`config.mk`:
```
export PLATFORM = sky130hd
export DESIGN_NAME = avalon_seg_display_ctrl_de1soc
export DESIGN_NICKNAME = d
export VERILOG_FILES = /design/src/rtl/seg_display_pkg.sv /design/src/rtl/seg7_hex_decode.sv /design/src/rtl/avalon_seg_display_ctrl_de1soc.sv
export SDC_FILE = /design/constraint.sdc
export NUM_CORES = 1
export LEC_CHECK = 0
export ABC_AREA = 1
export CORE_UTILIZATION = 58
export CTS_CLUSTER_DIAMETER = 60
export DETAILED_ROUTE_END_ITERATION = 6
export PLACE_DENSITY = 0.8
export SLEW_MARGIN = 20
export SYNTH_ARGS = -nofsm -noshare
export SYNTH_HDL_FRONTEND = slang
export SYNTH_HIERARCHICAL = 1
export SYNTH_SLANG_ARGS = --single-unit
```
`constraint.sdc`:
```
create_clock -name clk -period 1.9 [get_ports clk]
set_input_delay 0.285 -clock clk [delete_from_list [all_inputs] [get_ports clk]]
set_output_delay 0.285 -clock clk [all_outputs]
set_load 0.02 [all_outputs]
```
`src/rtl/seg_display_pkg.sv`:
```
// Shared field layout, reset constants and seven-segment glyphs for the
// Avalon seven-segment display controller.
package seg_display_pkg;

  typedef logic [6:0] seg7_t;

  // DIGITn register layout
  localparam int DIGIT_HEX_LSB   = 0;
  localparam int DIGIT_HEX_W     = 4;
  localparam int DIGIT_RAW_BIT   = 4;
  localparam int DIGIT_SEG_LSB   = 8;
  localparam int DIGIT_SEG_W     = 7;
  localparam int DIGIT_BLANK_BIT = 16;
  localparam int DIGIT_BLINK_BIT = 17;
  localparam logic [31:0] DIGIT_WR_MASK = 32'h0003_7F1F;

  // CTRL register layout
  localparam int CTRL_BRIGHT_LSB = 0;
  localparam int CTRL_EN_BIT     = 8;
  localparam int CTRL_PHASE_BIT  = 9;

  localparam logic [31:0] DIGIT_RST      = 32'h0000_0000;
  localparam logic        CTRL_EN_RST    = 1'b1;
  localparam logic        CTRL_PHASE_RST = 1'b0;

  // Active-high glyphs, bit0 = segment a .. bit6 = segment g
  localparam seg7_t SEG_HEX_0 = 7'h3F;
  localparam seg7_t SEG_HEX_1 = 7'h06;
  localparam seg7_t SEG_HEX_2 = 7'h5B;
  localparam seg7_t SEG_HEX_3 = 7'h4F;
  localparam seg7_t SEG_HEX_4 = 7'h66;
  localparam seg7_t SEG_HEX_5 = 7'h6D;
  localparam seg7_t SEG_HEX_6 = 7'h7D;
  localparam seg7_t SEG_HEX_7 = 7'h07;
  localparam seg7_t SEG_HEX_8 = 7'h7F;
  localparam seg7_t SEG_HEX_9 = 7'h6F;
  localparam seg7_t SEG_HEX_A = 7'h77;
  localparam seg7_t SEG_HEX_B = 7'h7C;
  localparam seg7_t SEG_HEX_C = 7'h39;
  localparam seg7_t SEG_HEX_D = 7'h5E;
  localparam seg7_t SEG_HEX_E = 7'h79;
  localparam seg7_t SEG_HEX_F = 7'h71;

endpackage

```
`src/rtl/seg7_hex_decode.sv`:
```
// Combinational hex nibble to active-high seven-segment glyph.
module seg7_hex_decode
  import seg_display_pkg::*;
(
  input  logic [3:0] hex_i,
  output seg7_t      seg_o
);

  always_comb begin
    case (hex_i)
      4'h0:    seg_o = SEG_HEX_0;
      4'h1:    seg_o = SEG_HEX_1;
      4'h2:    seg_o = SEG_HEX_2;
      4'h3:    seg_o = SEG_HEX_3;
      4'h4:    seg_o = SEG_HEX_4;
      4'h5:    seg_o = SEG_HEX_5;
      4'h6:    seg_o = SEG_HEX_6;
      4'h7:    seg_o = SEG_HEX_7;
      4'h8:    seg_o = SEG_HEX_8;
      4'h9:    seg_o = SEG_HEX_9;
      4'hA:    seg_o = SEG_HEX_A;
      4'hB:    seg_o = SEG_HEX_B;
      4'hC:    seg_o = SEG_HEX_C;
      4'hD:    seg_o = SEG_HEX_D;
      4'hE:    seg_o = SEG_HEX_E;
      default: seg_o = SEG_HEX_F;
    endcase
  end

endmodule

```
`src/rtl/avalon_seg_display_ctrl_de1soc.sv`:
```
// Avalon-MM slave driving NUM_SEGMENT seven-segment digits with readback,
// raw/blank/blink per digit, global enable, PWM brightness and pin polarity.
module avalon_seg_display_ctrl_de1soc
  import seg_display_pkg::*;
#(
  parameter int NUM_SEGMENT = 6,
  parameter int ADDR_W      = $clog2(NUM_SEGMENT + 1),
  parameter int BLINK_DIV   = 25_000_000,
  parameter int PWM_W       = 4,
  parameter int ACTIVE_LOW  = 1
) (
  input  logic                     clk,
  input  logic                     rst_n,
  input  logic [ADDR_W-1:0]        avms_address_i,
  input  logic [3:0]               avms_byteenable_i,
  input  logic                     avms_write_i,
  input  logic [31:0]              avms_writedata_i,
  input  logic                     avms_read_i,
  output logic [31:0]              avms_readdata_o,
  output logic                     avms_readdatavalid_o,
  output logic [NUM_SEGMENT*7-1:0] segment_symbol_o
);

  localparam int BLINK_W = (BLINK_DIV > 2) ? $clog2(BLINK_DIV) : 1;

  logic [31:0]              digit_q [NUM_SEGMENT];
  logic [31:0]              digit_d [NUM_SEGMENT];
  logic [PWM_W-1:0]         bright_q, bright_d;
  logic                     en_q, en_d;
  logic                     phase_q, phase_d;
  logic [BLINK_W-1:0]       blink_cnt_q, blink_cnt_d;
  logic [PWM_W-1:0]         pwm_cnt_q, pwm_cnt_d;
  logic [31:0]              rdata_q, rdata_d;
  logic                     rvalid_q;
  logic [NUM_SEGMENT*7-1:0] seg_q, seg_d;
  logic [31:0]              be_mask;
  logic [31:0]              rd_mux;
  logic                     ctrl_sel;
  logic                     blink_wrap;
  logic                     pwm_on;
  seg7_t                    pattern [NUM_SEGMENT];

  assign ctrl_sel   = (avms_address_i == ADDR_W'(NUM_SEGMENT));
  assign blink_wrap = (blink_cnt_q == BLINK_W'(BLINK_DIV - 1));
  assign pwm_on     = (pwm_cnt_q < bright_q) || (&bright_q);

  always_comb begin
    for (int b = 0; b < 4; b++) be_mask[8*b +: 8] = {8{avms_byteenable_i[b]}};
  end

  // Register file update; unmapped bits are stripped on the way in so readback stays clean
  always_comb begin
    for (int i = 0; i < NUM_SEGMENT; i++) begin
      digit_d[i] = digit_q[i];
      if (avms_write_i && avms_address_i == ADDR_W'(i))
        digit_d[i] = (digit_q[i] & ~be_mask) | (avms_writedata_i & be_mask & DIGIT_WR_MASK);
    end
    bright_d = bright_q;
    en_d     = en_q;
    if (avms_write_i && ctrl_sel) begin
      if (avms_byteenable_i[0]) bright_d = avms_writedata_i[CTRL_BRIGHT_LSB +: PWM_W];
      if (avms_byteenable_i[1]) en_d = avms_writedata_i[CTRL_EN_BIT];
    end
  end

  always_comb begin
    rd_mux = '0;
    for (int i = 0; i < NUM_SEGMENT; i++)
      if (avms_address_i == ADDR_W'(i)) rd_mux = digit_q[i];
    if (ctrl_sel) begin
      rd_mux[CTRL_BRIGHT_LSB +: PWM_W] = bright_q;
      rd_mux[CTRL_EN_BIT]              = en_q;
      rd_mux[CTRL_PHASE_BIT]           = phase_q;
    end
  end

  always_comb begin
    blink_cnt_d = blink_wrap ? '0 : blink_cnt_q + BLINK_W'(1);
    phase_d     = blink_wrap ? ~phase_q : phase_q;
    pwm_cnt_d   = pwm_cnt_q + PWM_W'(1);
    rdata_d     = avms_read_i ? rd_mux : rdata_q;
  end

  for (genvar g = 0; g < NUM_SEGMENT; g++) begin : g_digit
    seg7_t hex_seg;
    logic  dark;

    seg7_hex_decode u_dec (
      .hex_i (digit_q[g][DIGIT_HEX_LSB +: DIGIT_HEX_W]),
      .seg_o (hex_seg)
    );

    assign dark = !en_q || digit_q[g][DIGIT_BLANK_BIT]
               || (digit_q[g][DIGIT_BLINK_BIT] && phase_q) || !pwm_on;
    assign pattern[g] = dark ? '0
                      : (digit_q[g][DIGIT_RAW_BIT] ? digit_q[g][DIGIT_SEG_LSB +: DIGIT_SEG_W] : hex_seg);
  end

  always_comb begin
    for (int i = 0; i < NUM_SEGMENT; i++)
      seg_d[7*i +: 7] = (ACTIVE_LOW != 0) ? ~pattern[i] : pattern[i];
  end

  always_ff @(posedge clk) begin
    if (!rst_n) begin
      for (int i = 0; i < NUM_SEGMENT; i++) digit_q[i] <= DIGIT_RST;
      bright_q    <= '1;
      en_q        <= CTRL_EN_RST;
      phase_q     <= CTRL_PHASE_RST;
      blink_cnt_q <= '0;
      pwm_cnt_q   <= '0;
      rdata_q     <= '0;
      rvalid_q    <= 1'b0;
      seg_q       <= (ACTIVE_LOW != 0) ? '1 : '0;
    end else begin
      for (int i = 0; i < NUM_SEGMENT; i++) digit_q[i] <= digit_d[i];
      bright_q    <= bright_d;
      en_q        <= en_d;
      phase_q     <= phase_d;
      blink_cnt_q <= blink_cnt_d;
      pwm_cnt_q   <= pwm_cnt_d;
      rdata_q     <= rdata_d;
      rvalid_q    <= avms_read_i;
      seg_q       <= seg_d;
    end
  end

  assign avms_readdata_o      = rdata_q;
  assign avms_readdatavalid_o = rvalid_q;
  assign segment_symbol_o     = seg_q;

endmodule
```
==> impl_metrics.yaml <==
floorplanning:
  std_cell_rows: 57
  die_height_um: 159
  die_w_um: 159
  die-area_um2: 25300
  ios: 118
  core_area_um2: 24200
  start_util_pct: 59.1
worst_setup_path:
  cp_num_buf_inv: 1
  cp.arrival_ns: 1.53
  crit_path_end_kind: "output pin"
  slowest_stage: "clkdlybuf4s50_1"
  path_delay_family: "buffers and inverters"
  cp_max_fo: 2
  crit_chain: "clkdlybuf4s50_1"
  crit_type: "reg -> out"
  slowest_delay_ns: 0.63
  crit_required_ns: 1.62
  cp-start-kind: "flop"
yosys:
  netlist_area_um2: 14300
  syn_area_per_cell_um2: 7.09
  yosysTopAreaCell: "dfxtp_1"
  synth-seq-cells: 302
  syn_nets: 2111
  ys_top_cells_by_area: "dfxtp_1 42%, nand2_1 13%, nand3_1 6.4%, a21oi_1 6.0%, nand4_1 5.9%"
  seq_area_frac_synth_pct: 42.2
  netlist_instances: 2021
  synth_top_cell_area_share_pct: 42.2
  synth_cell_types: 32
  ys.warnings.count: 6
clock_network:
  hold_buffers: 0
  clock_latency_ns: 0.50
  cts_setup_buffers: 0
  cts_root_buffer: "clkbuf_16"
  postCtsResizedCells: 0
  htreeDepth: 2
  max-clock-path-buffers: 3
  clk_pin_slew_ns: 0.06
  cts_buffers: 34
  cts_tree: "built"
  clock_sinks: 302
power:
  vdd_ir_drop_max_v: 0.000738
  leakage_nw: 7.56
  power.density_nw_per_um2: 861
grt:
  grt_pass1_vias: 12700
  antenna_found_initial: 0
  grt_pass1_wl_um: 62400
  grt_max_degree: 97
  grt_remaining_overflow: 0
  grtUsageTotal_pct: 29.9
place:
  gp_congestion: 0.957
  placed_area_um2: 15900
  hpwl_um: 26800
  numPortBuffers: 99
timing:
  fin_setup_tns_ns: 0
  setup_viol: 0
  timing.fmax_mhz: 552
  rsz0062_at_grt: "no"
  hold_violations: 0
  fin_crit_ns: 1.81
  fin_crit_sh_pct: 95.4
  maxSlewViolCount: 0
  whs_ns: 0.190
  relSlewSlack_pct: 68.6
  worst_pin_slew_ns: 0.470
  finClkSkew_ns: 0.0112
finish:
  finalInstanceArea_um2: 17100
  layout-drive-gt1-share_pct: 9.04
  final_common_cell: "nand2_1"
  fill_cells: 1954
  final_cell_mix: "512 x nand2_1, 302 x dfxtp_1, 207 x inv_1"
  nets: 2210
  area_delta_synth_final_pct: 19.1
  diodes: 0
routing:
  vias: 13800
  drt_iter0_markers: 1301
  drc_errors: 0
  final_antenna_net_count: 0
  drtPass1Iterations: 6
  wl_um: 38100
  routedWlPerCell_um: 15.4
  avgViaCountPerCell: 5.59
run:
  cap_violations: 0
run_status:
  status: "completed"
hold_path:
  hp-class: "in -> reg"
[per-stage QoR]
step	cells	power [mW]	setup slack [ns]	util, %
2_1_floorplan	2021	7.43	0.377	-
3_3_place_gp	2408	7.93	-0.138	65.5
3_5_place_dp	2408	7.95	-0.225	65.5
4_1_cts	2470	14.8	0.0890	70.4
5_1_grt	2470	15.2	0.0581	70.4
6_report	2470	14.7	0.0881	70.4
[synthesized netlist by cell type (all sizes together)]
cell,n
a211oi,6
a21oi,172
buf,67
clkbuf,45
clkinv,1
dfxtp,302
ha,47
inv,221
mux2,19
nand2,525
nand3,186
nand3b,6
nand4,136
nor2,162
nor3,23
o21ai,93
or2,2
xnor2,4
xor2,4
[routing by layer]
metal / part of all wire (%) / global-route usage (%)
met4: 4.7 / 14.0
met1: 41 / 37.1
met2: 48 / 51.5
met5: 0 / 0
met3: 6.2 / 3.88
[power by group]
part           switching, mW  internal [mW]  total, mW
Combinational          0.791          0.488       1.28
Sequential            0.0810           6.48       6.56
Clock                   2.58           4.27       6.85
[kinds of logic after synthesis]
family / share of synthesized area [%]
simple gates: 32.4
fa+ha+maj: 4.10
flops: 42.2
mux: 1.49
xor+xnor: 0.489
compound gates: 9.57
buf+inv: 9.77
[layout make-up]
type,count,area [um^2],area share [%]
multi-input combinational,1385,6890,40.3
inverter,222,837,4.90
clock inverter,10,131,0.770
sequential,302,6050,35.4
clock buffer,52,1060,6.22
timing repair buffer,175,1700,9.96
tap,324,405,2.38
[worst paths after layout]
| check | from | endpoint | slack [ns] | depth (start not counted) |
|---|---|---|---|---|
| worst max-delay path | avms_readdata_o[21] | avms_readdata_o[21] | 0.09 | 1 |
| worst min-delay path | rst_n | avms_readdata_o[16] | 0.19 | 3 |
| worst max register to register | blink_cnt_q[0] | blink_cnt_q[3] | 0.28 | 8 |
| worst min register to register | digit_q[0][124] | digit_q[0][124] | 0.43 | 2 |
(Power assumes the default switching activity.)
==> RTL edit, RTL diff (config.mk and constraints unchanged) <==
Reset style: asynchronous (`rst_n`), changed in one clocked block.
--- a/src/rtl/avalon_seg_display_ctrl_de1soc.sv
+++ b/src/rtl/avalon_seg_display_ctrl_de1soc.sv
@@ -101,7 +101,7 @@
       seg_d[7*i +: 7] = (ACTIVE_LOW != 0) ? ~pattern[i] : pattern[i];
   end
 
-  always_ff @(posedge clk) begin
+  always_ff @(posedge clk or negedge rst_n) begin
     if (!rst_n) begin
       for (int i = 0; i < NUM_SEGMENT; i++) digit_q[i] <= DIGIT_RST;
       bright_q    <= '1;
Formal check against the unedited RTL: differs if rst_n is asserted again (counterexample within 4 cycles, from zero or initial values and one cycle with rst_n low); with rst_n held inactive, the same outputs for 4 cycles.
==> RTL edit against the original RTL <==
  * The flow now finishes with violations (design-rule violations)
  * Wire length up 4.2%
  * Maximum frequency shrank 2.8%
  * Die area rose by 3.4%
  * Synthesized cell count shrank 7.2%
  * Clock skew up 0.0038 ns
  * Final area increased by 6.3%
  * Sequential cell count unchanged
  * Worst setup slack worse by 0.053 ns
  * Synthesized area grew 3.5%
  * Global-route usage rose by 1.3 points
  * Worst hold slack better by 0.12 ns
  * Critical endpoint is now segment_symbol_o[22]$_DFF_PN1_
  * Highest routed layer is now met5
Power is not compared: it rests on default switching activity, and its combinational part moved more than twofold at a synthesized area within 25%.
==> RTL edit: results (changes against the original RTL) <==
Worst Path Max Fanout 7 (was 2); routed wl met3 2933 um (was 2378 um); Worst Setup SP bright_q[1]$_DFFE_PN1P_ (was avms_readdata_o[21]$_SDFFE_PN0P_); met2 WL 18,950 um (was 18,330 um); met2 Track Usage GR 51.68% (was 51.50%); Synth async-reset ratio 100.0% (was 0%); violated checks design-rule violations; DR pass1 iterations 7 (was 6); delay-heaviest family, CP flip-flops (was buffers and inverters); DR iter-0 viols 1,020 (was 1,301); Antenna diodes 0 (unchanged); outcome complete, but fails checks (was complete, no violations); multiplexer area fraction after synthesis 0.9113% (was 1.493%); fill cell count 1,873 (was 1,954); largest net degree at the start of global routing 66 (was 97); DR WL/cell 16.48 um (was 15.44 um); CP arrival 2.27 ns (was 1.53 ns); first-pass GRT wire length 63,700 um (was 62,420 um); met3 GRT Util 5.337% (was 3.881%); Worst-Margin Slew 0.5190 ns (was 0.4699 ns); register area share after synthesis 51.36% (was 42.18%); Post-CTS Setup Bufs 0 (unchanged); Root Driver clkbuf_16 (unchanged); commonest cells in the netlist nand2_1 (510), inv_1 (269), dfrtp_1 (255) (was nand2_1 (512), dfxtp_1 (302), inv_1 (207)); layout cells sized above 1 12.16% (was 9.040%); clock-pin slew on the worst setup and hold paths 0.06 ns (about the same); Total Nets Final 2,145 (was 2,210); Setup Skew 0.01502 ns (was 0.01119 ns); RR Startpoint bright_q[1]$_DFFE_PN1P_ (was blink_cnt_q[0]$_SDFF_PP0_); placed cell areas 16,890 um^2 (was 15,870 um^2); CP max-delay cell dfstp_2 (was clkdlybuf4s50_1); DP HPWL 27,960 um (was 26,800 um); Synth Warn # 6 (unchanged); Post-Syn Nets 1,966 (was 2,111); vias per cell 5.373 (was 5.593); Synth Area in Compound Gates 7.839% (was 9.568%); GPL Wtd Cong 0.9261 (was 0.9574); Residual DRC 1 (was 0); htree depth 2 (unchanged); Post-Synth XOR/XNOR Area 1.063% (was 0.4889%); CP max stage delay 0.54 ns (was 0.63 ns); Area contributors post-synth dfrtp_1 (43%), nand2_1 (13%), dfstp_2 (8.3%) (was dfxtp_1 (42%), nand2_1 (13%), nand3_1 (6.4%)); M1 WL 16,190 um (was 15,620 um); post-synth cell types 34 (was 32); Max clock buf depth 3 (unchanged); hold crit path type primary input to asynchronous set/reset pin (was primary input to flop); P_leak 8.980 nW; GR Util All Layers 31.17% (was 29.86%); vias in the first global route 12,740 (was 12,700); top routing layer in use met5 (was met4); Adder-Cell Fraction of Synth Area 3.966% (was 4.103%); antenna violations before repair 1 (was 0); final hold vios 0 (unchanged); final core occ 72.25% (was 70.39%); GR met1 Demand/Resource 40.06% (was 37.05%)
==> RTL edit: changes by cell type after synthesis, moves of 55 or more <==
cell / delta
dfxtp_1: -302
dfrtp_1: +255
a21oi_1: -113
nor2_1: +91
inv_1: +62
nand3_1: -55
nand4_1: -118
==> RTL edit: final timing paths <==
kind | cells past startpoint | end | slack (ns)
max | 8 | segment_symbol_o[22]$_DFF_PN1_ | 0.04
min | 2 | avms_readdata_o[26]$_DFFE_PN0P_ | 0.31
max reg2reg | 8 | segment_symbol_o[22]$_DFF_PN1_ | 0.04
min reg2reg | 2 | avms_readdata_o[23]$_DFFE_PN0P_ | 0.48
max in group asynchronous | 3 | segment_symbol_o[33]$_DFF_PN1_ | 0.85
min in group clk | 3 | flop | 0.43
==> RTL edit: power by group <==
part | leakage, nW | total (mW) | switching [mW] | internal [mW]
logic | 4.62 | 4.91 | 3.07 | 1.85
registers | 3.75 | 8.57 | 0.816 | 7.75
clock network | 0.619 | 7.26 | 2.57 | 4.69
total | 8.98 | 20.7 | 6.45 | 14.3
==> RTL edit: area by class of cell <==
cell class	instances	area share [%]
timing repair buffer	198	10.29
clock buffer	49	5.628
inverter	282	5.835
clock inverter	12	1.317
tap	330	2.276
multi-input combinational	1237	32.67
sequential	302	41.98
==> RTL edit: what timing repair did <==
item / 4_1_cts / 5_1_grt
hold endpoints to repair: 43 / 0
setup endpoints to repair: 44 / 33
resized for setup: 40 / 7
hold buffers: 1 / 0
==> RTL edit: through the flow <==
step	setup slack (ns)	setup TNS, ns	std cells
6_report	0.03524	0	2410
5_1_grt	-0.006908	-0.008772	2410
4_1_cts	0.000007772	0	2410
3_5_place_dp	-0.2258	-24.87	2348
3_3_place_gp	-0.1890	-17.75	2348
2_1_floorplan	0.1562	0	1876
